<file path="config.mk">
export PLATFORM = sky130hd
export DESIGN_NAME = seq_shift_add_mul
export DESIGN_NICKNAME = d
export VERILOG_FILES = /design/src/rtl/seq_shift_add_mul.sv
export SDC_FILE = /design/constraint.sdc
export NUM_CORES = 1
export LEC_CHECK = 0
export BUFFER_PORTS_ARGS = -buffer_cell sky130_fd_sc_hd__buf_2
export CORE_UTILIZATION = 53
export DETAILED_ROUTE_END_ITERATION = 10
export MAX_ROUTING_LAYER = met4
export PLACE_DENSITY_LB_ADDON = 0.12
export SYNTH_ARGS = -nofsm -noshare
export SYNTH_HDL_FRONTEND = slang
export SYNTH_SLANG_ARGS = --single-unit
</file>
<file path="constraint.sdc">
create_clock -name clk -period 2.4 [get_ports clk]
set_clock_uncertainty 0.15 [all_clocks]
set_input_delay 0.24 -clock clk [delete_from_list [all_inputs] [get_ports clk]]
set_output_delay 0.24 -clock clk [all_outputs]
set_load 0.03 [all_outputs]
</file>
<file path="src/rtl/seq_shift_add_mul.sv">
// rtl/seq_shift_add_mul.sv - sequential N x N shift-and-add multiplier driving an external N-bit adder
// Optional SEQ_MUL_OVF_EN adds an ovf output flagging products wider than N bits.
module seq_shift_add_mul #(
  parameter int N = 4
) (
  input  logic           clk,
  input  logic           rst,
  input  logic           start,
  input  logic [N-1:0]   a,
  input  logic [N-1:0]   b,
  output logic [N-1:0]   add_x,
  output logic [N-1:0]   add_y,
  output logic           add_ci,
  input  logic [N-1:0]   add_s,
  input  logic           add_cu,
  output logic           busy,
  output logic           done,
  output logic [2*N-1:0] p
`ifdef SEQ_MUL_OVF_EN
  ,
  output logic           ovf
`endif
);

  localparam int CW = $clog2(N + 1);

  typedef enum logic [1:0] {
    IDLE = 2'd0,
    RUN  = 2'd1,
    DONE = 2'd2
  } state_t;

  state_t         state_q, state_d;
  logic [2*N-1:0] acc_q, acc_d;
  logic [N-1:0]   mcand_q, mcand_d;
  logic [CW-1:0]  count_q, count_d;
  logic [2*N-1:0] p_q, p_d;
  logic [N-1:0]   hi, lo, hi_n;
  logic           c;
`ifdef SEQ_MUL_OVF_EN
  logic           ovf_q, ovf_d;
`endif

  assign hi = acc_q[2*N-1:N];
  assign lo = acc_q[N-1:0];

  always_comb begin
    state_d = state_q;
    acc_d   = acc_q;
    mcand_d = mcand_q;
    count_d = count_q;
    p_d     = p_q;
    c       = 1'b0;
    hi_n    = hi;
`ifdef SEQ_MUL_OVF_EN
    ovf_d   = ovf_q;
`endif
    case (state_q)
      RUN: begin
        // adder carry becomes the shift-in bit, so the full product is preserved
        if (lo[0]) begin
          c    = add_cu;
          hi_n = add_s;
        end
        acc_d   = {c, hi_n, lo[N-1:1]};
        count_d = count_q + 1'b1;
        if (count_q == CW'(N - 1)) begin
          state_d = DONE;
          p_d     = acc_d;
`ifdef SEQ_MUL_OVF_EN
          ovf_d   = |acc_d[2*N-1:N];
`endif
        end
      end
      default: begin
        if (start) begin
          mcand_d = a;
          acc_d   = {{N{1'b0}}, b};
          count_d = '0;
          state_d = RUN;
        end else if (state_q == DONE) begin
          state_d = IDLE;
        end
      end
    endcase
  end

  always_ff @(posedge clk or posedge rst) begin
    if (rst) begin
      state_q <= IDLE;
      acc_q   <= '0;
      mcand_q <= '0;
      count_q <= '0;
      p_q     <= '0;
    end else begin
      state_q <= state_d;
      acc_q   <= acc_d;
      mcand_q <= mcand_d;
      count_q <= count_d;
      p_q     <= p_d;
    end
  end

`ifdef SEQ_MUL_OVF_EN
  always_ff @(posedge clk or posedge rst) begin
    if (rst) ovf_q <= 1'b0;
    else     ovf_q <= ovf_d;
  end
  assign ovf = ovf_q;
`endif

  assign add_x  = hi;
  assign add_y  = mcand_q;
  assign add_ci = 1'b0;
  assign busy   = (state_q == RUN);
  assign done   = (state_q == DONE);
  assign p      = p_q;

endmodule

</file>
==> results.txt, run 1 <==
The run finished with clean final reports. For the share of the yosys chip area belonging to registers, the log shows 55.8%. The buffers inserted during post-CTS setup optimization came out at 0. For this run, design rule violations remaining after detail routing come to 0. The final net count was 150. The basic-gate share of the synthesized area counting and, or, nand and nor cells works out to 11.5%. The slowest stage cell on the critical path is sky130_fd_sc_hd__nand2b_1. Walking the worst path, the cells encountered are nand2b_1, inv_4, buf_2.

Net count after synthesis: 116. The number of antenna violations at the first check in global routing was 0. The tools report the initial cell density of the core as 56.6%.

Yosys printed 0 warnings. Derived from the worst setup path, the maximum achievable clock frequency is 0.493 GHz. The startpoint identified for the worst register-to-register timing path is count_q[0]$_DFFE_PP0P_.

The path with the worst hold slack has its endpoint at acc_q[7]$_DFFE_PP0P_. The repair_antennas step left the layout with diodes totalling 0. The tools report the critical path endpoint category as an output port. Leading cell type in the layout, fill and taps excluded: sky130_fd_sc_hd__buf_2.

In this run, the number of DRC markers left after iteration 0 of detailed routing was 5. Entering global routing, the biggest net connects 26 pins. After synthesis the cells add up to 1120 um^2.

The classification of the worst-slack hold path was input port to register. Pin placement for this block handled 35 I/O pins. The floorplan has 16 rows. The later pin in the worst-skew pair is clocked with a latency of 0.31 ns. In this run the mean area of a mapped cell was 11.4 um^2.

The sequential cells in the finished layout cover a total of 626 um^2. Data on the critical path is required at its endpoint by 2.01 ns. For the number of pins exceeding their max-slew limit in the final report, the log shows 0.

The capturing point of the worst reg2reg path is p[2]$_DFFE_PP0P_. Die height: 48.0 um. By area, the combinational part of the netlist is dominated by multiplexers. The wire length reported by the detailed router was 2090 um. The run gives 25 as the count of clock tree sinks. The logs give 0.549 ns for the worst setup slack before clock tree synthesis and 797 for the detailed-route via count. Measured in cells, the most critical reg-to-reg path has a length of 4.

The setup check on the worst reg-to-reg path leaves a slack of 0.56 ns. The kind of start point of the critical path is a register. The synthesized netlist devotes 7.37% of its cell area to compound gates. The tree is rooted in a sky130_fd_sc_hd__clkbuf_4.

Yosys attributes the largest share of cell area to sky130_fd_sc_hd__dfrtp_1 56%, sky130_fd_sc_hd__mux2i_1 7.1%, sky130_fd_sc_hd__o21ai_0 6.3%, sky130_fd_sc_hd__nand3b_1 4.7%, sky130_fd_sc_hd__mux2_1 4.0%. The tools report the placeable core region as 1980 um^2. Relative to the synthesized area, the layout overhead comes to 19.2%. The run gives 0 as the total congestion overflow after global routing. Summing all multi-input logic gate instances after layout gives 410 um^2.

In the post-route analysis, the smallest setup slack over all paths is 0.371 ns. Number of register bits inferred by synthesis: 25. The filler cell count in the final layout came out at 169. In this run the power density over the cells is 1350 nW/um^2. IR analysis of the VDD net gives a maximum drop of 0.944 mV.

The number of global-route vias before repair is 681. Routability-driven placement finished with a final weighted congestion of 0.744. At the pin with the least slew margin, the transition time is 0.643 ns.

The mux share of post-synthesis cell area was 15.2%; the average routed wire per standard cell was 13.3 um. In this run the tool buffered the top-level ports with 33 buffer cells. The share of the clock period used by the worst path is 84.6%. The clock period minus worst slack is 2.03 ns, and the synthesized instance count is 98.

The iteration count of the initial detailed-routing pass is 4, and the die area is 2300 um^2. The post-route netlist has 32.8% of its cells at a drive strength greater than 1. The setup TNS after final layout was 0 ns; the number of vias per cell after detailed routing was 5.04. Count of H-tree levels built during CTS: 1. Counting the buffers created by CTS gives 3. The analysis attributes to cell leakage a power of 0.670 nW. Leaving out fill and tap cells, the most frequent cells in the layout are 33 x sky130_fd_sc_hd__buf_2, 25 x sky130_fd_sc_hd__dfrtp_1, 14 x sky130_fd_sc_hd__o21ai_0, 12 x sky130_fd_sc_hd__nand2_1, 8 x sky130_fd_sc_hd__mux2i_1. The start-to-end type of the worst setup path is register to output port.

The tools report the residual antenna-violating net count after detailed routing as 0. The synthesized netlist devotes 0% of its cell area to XOR and XNOR gates. TritonCTS built the clock tree. For the global-route wire length before repair, the log shows 3100 um. Setup repair after global routing left no endpoint under its margin. No sink is reached through more buffers than the 2 on the longest clock path. The number of hold violations in the final report was 0; the floorplan die width was 48.0 um.

For the worst path arrival time, the log shows 1.64 ns. The worst hold path was traced through 3 stages. The tools report the launch instance of the worst min-delay path as add_cu. The delay of the slowest critical-path stage came out at 0.44 ns.

The arithmetic-cell share of the synthesized area counting full adders, half adders and majority gates is 2.23%. The tool flagged a number of max-cap violations equal to 0. The area share of the largest cell type after synthesis was 55.8%; the final-report setup violation count was 0.

Across every metal layer, demand over resource in global routing totals 21.2%. Measured against its own limit, the worst slew margin works out to 57.2%. The cell taking the most area after synthesis is sky130_fd_sc_hd__dfrtp_1.

The largest fanout on the critical path is 16. After legalization and detailed placement, the total HPWL measured 1470 um. After clock tree synthesis, the clock-pin slew on the worst setup and hold paths is 0.14 ns. The synthesized netlist contains 22 unique library cells.
[area by class of cell]
class	count	share of cell area [%]
repair buffers	39	16.7
inverters	4	1.31
clock buffers	4	1.97
flip-flops and latches	25	46.8
multi-input cells	59	30.7
well taps	27	2.53
[Yosys cell counts, drive strengths merged]
cell and n:
and2 1, buf 9, clkbuf 1, conb 1, dfrtp 25, ha 2
inv 4, mux2 8, mux2i 8, nand2 13, nand2b 1, nand3b 7
nor2b 1, o21a 1, o21ai 15, or3 1
[per-layer routing]
layer  wire length [um]  vias to the layer above  track usage (%)  share of wire [%]
li1                   -                      390                -                  -
met1                979                      390             28.8                 47
met2               1060                       15             31.6                 50
met3                 44                        2             3.40                2.1
met4                 13                        0             8.33               0.62
met5                  0                        -                -                  0
[timing repair]
item	in CTS	in global routing
endpoints found under the hold margin	29	0
gates resized for setup	0	0
hold buffers	5	0
[per-stage QoR]
| stage | cells | hold WS (ns) | area (um^2) | power [mW] | utilization (%) |
|---|---|---|---|---|---|
| 2_1_floorplan | 98 | 0.117 | 1120 | 1.45 | - |
| 3_3_place_gp | 149 | 0.149 | 1260 | 1.59 | 63.6 |
| 3_5_place_dp | 149 | 0.150 | 1260 | 1.63 | 63.6 |
| 4_1_cts | 158 | 0.0403 | 1340 | 1.82 | 67.4 |
| 5_1_grt | 158 | 0.0670 | 1340 | 1.94 | 67.4 |
| 6_report | 158 | 0.0433 | 1340 | 1.80 | 67.4 |
[registers in the layout, summed over array words and instances (netlist names)]
register,flops
acc_q,8
count_q,3
p,8
state_q,2
add_y,4
[worst max-delay path, delay by kind of cell (launching register included)]
family        cells  cell delay [ns]
flops             1             0.43
buf+inv           2             0.45
simple gates      1             0.44
[cell families after synthesis]
| group | after synthesis |
|---|---|
| flip-flops | 25 |
| AO/OA/AOI/OAI | 16 |
| adder cells (fa/ha/maj) | 2 |
| AND/OR/NAND/NOR | 24 |
| buffers and inverters | 14 |
| multiplexers | 16 |
| other | 1 |
[report_power, final]
part / internal, mW / switching, mW
sequential: 0.614 / 0.131
combinational: 0.296 / 0.577
clock: 0.0648 / 0.118
[how the worst max path moves through the flow]
| stage | startpoint | end | slack (ns) |
|---|---|---|---|
| after global placement | count_q[0]$_DFFE_PP0P_ | p[2]$_DFFE_PP0P_ | 0.62 |
| after CTS | state_q[1]$_DFFE_PP0P_ | busy | 0.35 |
| after floorplan | count_q[0]$_DFFE_PP0P_ | p[0]$_DFFE_PP0P_ | 0.89 |
| after global routing | state_q[1]$_DFFE_PP0P_ | busy | 0.24 |
| after detailed placement | count_q[0]$_DFFE_PP0P_ | p[2]$_DFFE_PP0P_ | 0.55 |
| final | state_q[1]$_DFFE_PP0P_ | busy | 0.37 |
(Power assumes the default switching activity.)
==> inputs of run 2 (changes only) <==
Settings changed: CORE_UTILIZATION 53 to 44.
Clock period 2.4 ns to 1.7 ns, I/O delays scaled along.
==> run 2 against run 1 <==
  * The run now ends with hold timing left
  * Cell count is 3.2% higher
  * Die area up 20%
  * Combinational power rose by 45%
  * Register-to-register slack worse by 0.46 ns
  * Cell area rose by 2.7%
  * Highest routed layer unchanged
  * Count of clock-buffer cells in the layout did not move
  * Critical path depth stayed put
  * Critical path type unchanged
  * Global-route usage is 3.4 points lower
  * Utilization shrank 7.7 points
==> results.txt, run 2 (synthesis gave the netlist of run 1 again) <==
The port buffer count was 33 (unchanged). The initial cell density of the core is 48.8% (-7.8 points). Master cell of the clock root buffer: sky130_fd_sc_hd__clkbuf_4. The fraction of layout cells with a size suffix above 1 was 34.8% (+2.0 points).

The start-to-end type of the worst setup path was register to output port. In the finished design, the share of the clock period the worst path needs comes to 95.1%. The tools report the number of buffers inserted during clock tree synthesis as 3 (unchanged). For the iteration count of the initial detailed-routing pass, the log shows 4 (unchanged). For the number of design rule violations left after detail routing, the log shows 0 (unchanged).

The tools report the critical path endpoint category as an output port. From synthesis to final layout, the design area changed by 22.4%. The average routed wire per standard cell is 12.1 um (-8.8%), and the number of placed instances with taps included is 153 (+2.7%). The run gives 0 (unchanged) as the number of pins exceeding their max-slew limit in the final report. The summed area of non-filler cells in the final layout was 1370 um^2 (+2.7%). The floorplan die width is 52.5 um (+9.3%). The run gives 1 (unchanged) as the count of H-tree levels built during CTS.

The number of antenna violations at the first check in global routing is 0 (unchanged), and the slack of the worst reg-to-reg path is 0.10 ns (-0.46 ns). Tracing the worst setup path back leads to its startpoint at state_q[1]$_DFFE_PP0P_. The count of clock tree sinks is 25 (unchanged), and the worst-case vdd ir drop is 0.935 mV (-1.0%).

The worst path arrival time was 1.30 ns (-0.34 ns). Setup repair after global routing left no endpoint under its margin. The residual antenna-violating net count after detailed routing was 0 (unchanged); the clock network latency to the later pin of the worst-skew pair was 0.31 ns (about the same).

The length in cells of the worst reg-to-reg path was 4 (unchanged); the final-report setup violation count was 0 (unchanged). The maximum clock path buffer count was 2 (unchanged). The startpoint identified for the worst register-to-register timing path is count_q[0]$_DFFE_PP0P_. The cell leakage power was 0.689 nW (+2.7%). For the number of global-route vias before repair, the log shows 753 (+11%). The tools report the pin count of the biggest net entering global routing as 26 (unchanged). The count of boundary I/O pins was 35 (unchanged).

TritonCTS built the clock tree. The logs give 59.7% (-7.7 points) for the final standard cell utilization of the core and 1440 um (-1.8%) for the sum of net half-perimeters after detailed placement. The final RePlAce weighted congestion is 0.707 (-5.0%), and the clock-pin slew of the registers on the worst-case setup and hold paths is 0.14 ns (about the same). The path class of the tightest hold or removal check is input port to register. The detailed-route via count was 809 (+1.5%). The logs give 163 (+3.2%) for the final cell count without fillers and 154 (+2.7%) for the final net count. For the global-route wire length before repair, the log shows 3450 um (+11%). The placeable core region is 2300 um^2 (+16%), and the minimum hold slack is -0.00699 ns (-0.0502 ns). The number of maximum-capacitance violations was 0 (unchanged).

The critical path ends at busy. The flow ran to the end, but the final reports show violations. The logs give 2750 um^2 (+20%) for the die area and 205 (+21%) for the filler cell count in the final layout.

The overall fraction of global-route tracks in use was 17.8% (-3.4 points); the total number of placement rows was 17 (+1). The tools report the kind of start point of the critical path as a register. For the DRC marker count from the first detailed-route iteration, the log shows 12 (+7). The wire length reported by the detailed router is 1970 um (-5.9%), and the power per standard cell area is 1890 nW/um^2 (+40%).

Total inserted antenna cells: 0 (unchanged). The number of vias per cell after detailed routing works out to 4.96 (-1.6%). The hold path depth is 3 (unchanged), and the total congestion overflow after global routing is 0 (unchanged). Leading cell type in the layout, fill and taps excluded: sky130_fd_sc_hd__buf_2. The setup TNS after final layout was 0 ns (unchanged). The checks that failed: hold timing. The smallest clock period supported by the final layout is computed as 1.62 ns. Based on the critical path, the design can be clocked at up to 0.619 GHz.

The largest fanout on the critical path was 9 (-7). For the number of hold violations in the final report, the log shows 2 (+2). The worst register-to-register path ends at p[1]$_DFFE_PP0P_.

The library cells used most frequently in the layout, excluding fill and tap cells, are 33 x sky130_fd_sc_hd__buf_2, 25 x sky130_fd_sc_hd__dfrtp_1, 14 x sky130_fd_sc_hd__o21ai_0, 12 x sky130_fd_sc_hd__nand2_1, 8 x sky130_fd_sc_hd__mux2i_1. The required time reported for the critical path endpoint is 1.38 ns (-0.63 ns), and the buffers inserted during post-CTS setup optimization is 0 (unchanged). The instance area at placement is 1280 um^2 (+1.9%), and the die height is 52.5 um (+9.3%).
==> run 2: final cells by class <==
type	instances	area, um^2	area share (%)
Clock buffer	4	26.3	1.91
Tap cell	28	35.0	2.55
Timing Repair Buffer	43	255	18.6
Inverter	4	17.5	1.28
Multi-Input combinational cell	59	413	30.1
Sequential cell	25	626	45.6
==> run 2: how the worst min path moves through the flow <==
stage / from / end / slack, ns
4_1_cts: b[0] / acc_q[0]$_DFFE_PP0P_ / 0.00005
5_1_grt: b[2] / acc_q[2]$_DFFE_PP0P_ / 0.03
6_report: b[0] / acc_q[0]$_DFFE_PP0P_ / -0.007
3_5_place_dp: rst / acc_q[2]$_DFFE_PP0P_ / 0.08
3_3_place_gp: rst / acc_q[2]$_DFFE_PP0P_ / 0.08
2_1_floorplan: rst / acc_q[0]$_DFFE_PP0P_ / 0.05
==> run 2: repair_timing <==
| item | in CTS | in global routing |
|---|---|---|
| gates resized for setup | 0 | 1 |
| endpoints found under the setup margin | 0 | 1 |
| hold buffers | 6 | 0 |
| hold endpoints to repair | 30 | 0 |
==> run 2: metrics by stage <==
stage          hold WS [ns]  power (mW)  setup slack [ns]
6_report           -0.00699        2.59            0.0837
5_1_grt              0.0304        2.80           0.00653
4_1_cts           0.0000536        2.61            0.0346
3_5_place_dp         0.0830        2.34             0.116
3_3_place_gp         0.0798        2.31             0.165
2_1_floorplan        0.0473        2.04             0.191
==> run 2: worst max-delay path, cell delays in order (launching register included) <==
cell                       delay, ns
sky130_fd_sc_hd__dfrtp_1        0.43
sky130_fd_sc_hd__nand2b_2       0.25
sky130_fd_sc_hd__inv_4          0.11
sky130_fd_sc_hd__buf_2          0.20
==> run 2: metal layers <==
layer | global-route usage (%) | wire (um)
met4 | 5.26 | 16
met3 | 2.61 | 92
met5 | - | 0
met1 | 23.9 | 972
met2 | 27.8 | 890
==> run 2: power by group <==
group / internal [mW] / switching (mW) / total, mW
sequential: 0.866 / 0.185 / 1.05
combinational: 0.474 / 0.801 / 1.27
clock: 0.0916 / 0.171 / 0.262
total: 1.43 / 1.16 / 2.59
